## src/rtl/timer_counter_n.sv

```systemverilog
// ---------------------------------------------------------------------------
// timer_counter_n
//   WIDTH-bit up/down timer counter with synchronous load, tick qualifier,
//   auto-reload on wrap, sticky overflow/underflow flags and a one-shot
//   run/done state machine.
//
//   Optional macro TIMER_COMPARE_EN adds a sticky compare-match flag
//   (ports compare, clr_cmp, cmp_match).
//
// Ports
//   clk            system clock, rising edge
//   rst_n          synchronous active-low reset
//   clk_ena        prescaler tick; counting happens only when high
//   enable         run enable
//   up_down        1 = count up, 0 = count down
//   load           load start_counter into tcnt (beats counting)
//   start_counter  load / auto-reload value
//   one_shot       1 = stop (DONE) after the first wrap
//   clr_overflow   clear overflow flag (a same-edge set wins)
//   clr_underflow  clear underflow flag (a same-edge set wins)
//   tcnt           current count
//   overflow       sticky up-wrap flag
//   underflow      sticky down-wrap flag
//   running        high while the FSM is in RUN
//   compare        (TIMER_COMPARE_EN) match value
//   clr_cmp        (TIMER_COMPARE_EN) clear match flag
//   cmp_match      (TIMER_COMPARE_EN) sticky match flag
// ---------------------------------------------------------------------------
module timer_counter_n #(
    parameter int WIDTH = 8
) (
    input  logic             clk,
    input  logic             rst_n,
    input  logic             clk_ena,
    input  logic             enable,
    input  logic             up_down,
    input  logic             load,
    input  logic [WIDTH-1:0] start_counter,
    input  logic             one_shot,
    input  logic             clr_overflow,
    input  logic             clr_underflow,
`ifdef TIMER_COMPARE_EN
    input  logic [WIDTH-1:0] compare,
    input  logic             clr_cmp,
    output logic             cmp_match,
`endif
    output logic [WIDTH-1:0] tcnt,
    output logic             overflow,
    output logic             underflow,
    output logic             running
);

    typedef enum logic [1:0] {
        IDLE = 2'd0,
        RUN  = 2'd1,
        DONE = 2'd2
    } state_t;

    localparam logic [WIDTH-1:0] CNT_MAX = '1;
    localparam logic [WIDTH-1:0] CNT_ONE = WIDTH'(1);

    state_t           state, state_next;
    logic             step, wrap_up, wrap_dn, wrap;
    logic [WIDTH-1:0] cnt_step;

    // A count step needs RUN, enable and a tick; a load on the same edge wins.
    assign step     = (state == RUN) && enable && clk_ena && !load;
    assign wrap_up  = step &&  up_down && (tcnt == CNT_MAX);
    assign wrap_dn  = step && !up_down && (tcnt == '0);
    assign wrap     = wrap_up || wrap_dn;
    assign cnt_step = up_down ? (tcnt + CNT_ONE) : (tcnt - CNT_ONE);

    // running is decoded straight from the state flop, so it carries no
    // combinational path from any input.
    assign running  = (state == RUN);

    always_ff @(posedge clk) begin
        if (!rst_n) state <= IDLE;
        else        state <= state_next;
    end

    always_comb begin
        state_next = state;
        case (state)
            IDLE: if (enable) state_next = RUN;
            RUN: begin
                if (!enable)              state_next = IDLE;
                else if (wrap && one_shot) state_next = DONE;
            end
            DONE: begin
                if (!enable)   state_next = IDLE;
                else if (load) state_next = RUN;
            end
            default: state_next = IDLE;
        endcase
    end

    // Counter and sticky flags. A wrap reloads start_counter instead of
    // rolling over; flags are set-dominant over their clears.
    always_ff @(posedge clk) begin
        if (!rst_n) begin
            tcnt      <= '0;
            overflow  <= 1'b0;
            underflow <= 1'b0;
        end else begin
            if (load)      tcnt <= start_counter;
            else if (wrap) tcnt <= start_counter;
            else if (step) tcnt <= cnt_step;

            overflow  <= wrap_up || (overflow  && !clr_overflow);
            underflow <= wrap_dn || (underflow && !clr_underflow);
        end
    end

`ifdef TIMER_COMPARE_EN
    // Only a genuine count step can match; loads and wrap reloads cannot.
    logic cmp_hit;
    assign cmp_hit = step && !wrap && (cnt_step == compare);

    always_ff @(posedge clk) begin
        if (!rst_n) cmp_match <= 1'b0;
        else        cmp_match <= cmp_hit || (cmp_match && !clr_cmp);
    end
`endif

endmodule

```

## config.mk

```make
export PLATFORM = sky130hd
export DESIGN_NAME = timer_counter_n
export DESIGN_NICKNAME = d
export VERILOG_FILES = /design/src/rtl/timer_counter_n.sv
export SDC_FILE = /design/constraint.sdc
export NUM_CORES = 1
export LEC_CHECK = 0
export BUFFER_PORTS_ARGS = -buffer_cell sky130_fd_sc_hd__buf_2
export CAP_MARGIN = 15
export CORE_AREA = 2 2 45 47
export CTS_CLUSTER_DIAMETER = 100
export CTS_CLUSTER_SIZE = 20
export DETAILED_ROUTE_END_ITERATION = 10
export DIE_AREA = 0 0 47 49
export PLACE_DENSITY_LB_ADDON = 0.25
export SETUP_SLACK_MARGIN = 0.3
export SLEW_MARGIN = 10
export SYNTH_ARGS = -nofsm -noshare
export SYNTH_HDL_FRONTEND = slang
export SYNTH_SLANG_ARGS = --single-unit
```

## constraint.sdc

```tcl
create_clock -name clk -period 6.3 [get_ports clk]
set_input_delay 1.26 -clock clk [delete_from_list [all_inputs] [get_ports clk]]
set_output_delay 1.26 -clock clk [all_outputs]
set_load 0.02 [all_outputs]
```

# == Yosys cells after proc, flatten, opt, wreduce, memory -nomap -nowiden ==
# Index checks and enable logic that the tools add are counted.
# totals
register_bits,12
inputBits,17
output_inout_bits,11
word_cells,43
# op_classes
addsub,2
n_eq_ne,6
n_mux,10
n_reduce_logical,21
# op_table
cell,n
8-bit 2-to-1 mux,4
1-bit logical AND,10
2-bit 2-to-1 mux,5
"8-bit by 1-bit adder with 8-bit output, second input constant",1
"8-bit == test, second input constant",1
8-bit logical NOT,1
"8-bit by 1-bit subtractor with 8-bit output, second input constant",1
2-bit case mux with 3 select lines,1
1-bit logical NOT,4
1-bit logical OR,3
"3-bit by 2-bit inequality test with 1-bit output, second input constant",1
"3-bit inequality test, second input constant",1
3-bit AND reduction,1
3-bit nonzero test,1
"2-bit by 1-bit == test with 1-bit output, second input constant",1
"2-bit == test, second input constant",1
2-bit logical NOT,1
"2-bit inequality test, second input constant",1

# == Longest topological paths before layout ==
# depth
ltp_word,11
mapped_depth,7
depth_no_buf,7

# == Worst setup path after synthesis ==
# No wires, ideal clock.
# synth_timing
path_kind,input port to flip-flop
from,in up_down
to,reg tcnt[7]
setup_time_ns,0.122
t_arrival_ns,2.926
required_ns,6.178
setup_slack_ns,3.253
path_stages,7
path_buffers,0
cell_sequence,inv_1 ha_1 a21oi_1 o21ai_1 or4_1 and3_1 o311a_1
# synth_between
elab_chain_len,6
elab_cells_between_ends,11
classes_between,mux (4); reduce/logical (7)
# synth_lines
item,line,text
start: declaration,36,"input logic up_down,"
1-bit logical NOT,69,assign wrap_dn = step && !up_down && (tcnt == '0);
1-bit logical AND (2 in series),69,
1-bit logical OR,70,assign wrap = wrap_up || wrap_dn;
8-bit 2-to-1 mux,107,else if (wrap) tcnt <= start_counter;
8-bit 2-to-1 mux,106,if (load) tcnt <= start_counter;
end signal: assignment,106,
end signal: assignment,107,
end signal: assignment,108,else if (step) tcnt <= cnt_step;
end: declaration,47,"output logic [WIDTH-1:0] tcnt,"
# Parallel ways exist; a longest one is shown, timed or not. The select of a mux whose other input is x is not followed.
# A chain may end at the register's enable or synchronous reset.

# == Worst setup path in the final report ==
# Same ends and word-level chain as after synthesis.

==> impl.org <==
** Cells and area
- Area delta synth->final :: 19.3%
- Area taken by multi-input logic gates :: 626 µm²
- In the layout the commonest cells are sky130_fd_sc_hd__buf_2, sky130_fd_sc_hd__dfxtp_1, sky130_fd_sc_hd__a21oi_1.
- In the final layout, flip-flops and latches occupy between 200 and 250 µm².
- The number of antenna diodes in the final layout is 0.
- The library cell used most frequently in the layout, excluding fill and tap cells, is sky130_fd_sc_hd__buf_2.
- The filler cells instantiated in the layout total 190.
- Final Core Density :: 58.4%
- Layout net count :: approximately 160
- Layout cells sized above 1 :: between 20 and 25%
- Final instance area :: 1080 µm²

** Critical path
- The worst setup path is of the primary input to register kind.
- Along the worst path, the maximum fanout reaches 7.
- Critical Path Start Type :: primary input
- CP required :: around 6.5 ns
- Arrival time at the worst endpoint :: ~3.2 ns
- STA classifies the critical path endpoint as a register.
- Reg2Reg Depth :: 4

** Logic synthesis
- Top cell type's share of synthesized area :: 26.6%
- Largest cells by area after synthesis :: sky130_fd_sc_hd__dfxtp_1, sky130_fd_sc_hd__ha_1, sky130_fd_sc_hd__nor2b_1
- Share of flip-flops with an asynchronous set or reset after synthesis :: 0%
- The cell area that synthesis handed to floorplanning was 902 µm².
- The synthesized design contains 12 register bits.
- Nets in the synthesized netlist :: 133
- Yosys mapped a number of flops with a built-in enable equal to 0.
- Number of standard cells after synthesis :: 109
- Warnings, synthesis :: 0
- Average cell area after synthesis :: 8.28 µm²
- Dominant synthesized flop cell :: sky130_fd_sc_hd__dfxtp_1
- Library cell occupying the most area in the post-synthesis netlist :: sky130_fd_sc_hd__dfxtp_1
- The netlist uses 40 different library cells.
- The share of the Yosys chip area taken by registers is 26.6%.

** CTS
- Once the clock tree was built, the resizer swapped 0 gates to a different size.
- In this run the clock root is driven by a sky130_fd_sc_hd__clkbuf_4.
- In this run the number of H-tree levels came out at 1.
- Number of clock sinks :: 12
- Post-CTS setup buffers :: 0
- After clock tree synthesis, the flow added hold-fix buffers numbering 0.
- At the later pin of the worst-skew pair, clock insertion delay measures 0.28 ns.
- After clock tree synthesis, the clock-pin slew on the worst setup and hold paths is 0.07 ns.
- Clock tree from TritonCTS :: yes
- Clock buffers created by TritonCTS :: 3
- Clk buf depth :: 2

** Timing
- Minimum hold slack :: 0.606 ns
- Post-Route Setup TNS :: 0 ns
- Final min period :: slightly above 3 ns
- Setup violation total in the final timing report :: 0
- Largest clock skew in the final design :: 0.00408 ns
- The count of pins over their slew limit was 0.
- Slew Limit Headroom :: 56.7%
- Share of the clock period used by the worst path :: 48.3%
- Based on the critical path, the design can be clocked at up to 328 MHz.
- Number of hold violations in the final report :: 0
- Unrepaired setup endpoints after global routing :: false
- Tightest Pin Transition :: 0.647 ns

** Placed design
- Routability cong. :: ~0.88
- Input and output buffers added on the ports amount to 27.
- Final HPWL DP :: 1550 µm
- Placed cell areas :: 1050 µm²

** Run
- The tool flagged a number of max-cap violations equal to 0.

** Min path
- Type of the most critical hold path :: register to register
- Counting instances, the worst hold path has a depth of 3.

** Drt
- In the routed layout, each cell is associated on average with a via count of 5.76.
- Routed length per instance :: 13.1 µm
- Via count :: 933
- The detail route stage leaves a number of antenna-violating nets equal to 0.
- Final wirelength :: 2130 µm
- Initial DRC count :: 13
- Number of remaining DRC errors :: 0
- The first detailed-routing pass ran for 4 iterations.

** Die
- The floorplan step set the die height to 49 µm.
- Core Area :: between 1500 and 2000 µm²
- Starting Density :: 49.0%
- IO Count :: 28
- Die span in x :: roughly 47 µm
- The die covers 2300 µm².
- After floorplanning, the core was divided into 16 placement rows.

** Pwr
- The design draws 187 µW.
- In this run the power density over the cells is 174 nW/µm².
- Peak VDD IR :: 0.109 mV
- Summed over all cells, the static leakage comes to 0.000502 µW.

** Global route
- Across every metal layer, demand over resource in global routing totals 20.4%.
- Number of global-route vias before repair :: 839
- The first global-routing pass estimated 3440 µm of wire.
- Global routing finished with a remaining overflow of 0.
- Entering global routing, the biggest net connects 15 pins.
- The initial antenna violation count is 0.

** Run status
- Result of the run :: complete, no violations
[cell usage after synthesis, drive strengths merged, types with 2 or more instances]
| library cell | n |
|---|---|
| dfxtp | 12 |
| o31ai | 2 |
| o32ai | 2 |
| a21oi | 9 |
| nor3 | 2 |
| o21ai | 4 |
| nor2b | 8 |
| mux2i | 3 |
| xor2 | 2 |
| nand2 | 7 |
| and3 | 5 |
| inv | 5 |
| and2 | 4 |
| nand2b | 2 |
| nand3 | 4 |
| ha | 6 |
| a211oi | 3 |
| buf | 2 |
| o311a | 2 |
| o211ai | 2 |
| clkbuf | 2 |
| nor3b | 2 |
| xnor2 | 2 |
| nor2 | 3 |
[flip-flops by register name (all words and copies together) (netlist names)]
register / flops
overflow: 1
state: 2
tcnt: 8
underflow: 1
[worst max-delay path, cell delays in order]
cell and delay [ns]:
sky130_fd_sc_hd__buf_2 0.12, sky130_fd_sc_hd__inv_1 0.22, sky130_fd_sc_hd__ha_1 0.34, sky130_fd_sc_hd__a21oi_1 0.21, sky130_fd_sc_hd__o21ai_1 0.10, sky130_fd_sc_hd__or4_1 0.49
sky130_fd_sc_hd__and3_1 0.19, sky130_fd_sc_hd__o311a_1 0.27
[power by group]
group	total, µW	switching, µW	internal [µW]
clock	47.6	25.4	22.2
sequential	85.4	5.59	79.9
combinational	53.9	30.1	23.8
[through the flow]
step	setup slack [ns]	instances
after floorplan	3.25	109
after global placement	3.04	159
after detailed placement	2.99	159
after CTS	3.28	162
after global routing	3.16	162
final	3.25	162
[metal layers]
metal,wire (µm),track usage [%],share of wire [%]
met2,1020,32.4,48
met1,963,25.6,45
met4,40,8.33,1.9
met3,106,4.44,5.0
met5,0,0,0
[cell type report]
class                           count  area share, %
Multi-Input combinational cell     88           58.1
Sequential cell                    12           22.3
Timing Repair Buffer               27           12.6
Tap cell                           27           3.14
Clock buffer                        3           2.09
Inverter                            5           1.74
[worst paths after layout]
kind	slack, ns	endpoint	start
setup / recovery	3.25	tcnt[7]$_SDFFE_PN0P_	up_down
hold / removal	0.61	underflow$_SDFF_PN0_	underflow$_SDFF_PN0_
setup reg to reg	4.17	tcnt[7]$_SDFFE_PN0P_	state[1]$_SDFFE_PN0P_
hold reg to reg	0.61	underflow$_SDFF_PN0_	underflow$_SDFF_PN0_
[cells by family (layout without fill, tap and decap cells)]
kind of cell               Yosys count  after routing  share of synthesized area, %
xor gates and xnor gates             4              4                          3.88
and+or+nand+nor                     44             44                          28.7
DFF                                 12             12                          26.6
buffers and inverters                9             35                          4.02
adders and majority gates            7              7                          10.5
muxes                                3              3                          3.33
AOI/OAI and AO/OA                   30             30                          22.9
Note: power is estimated with default switching activity, not from simulation.
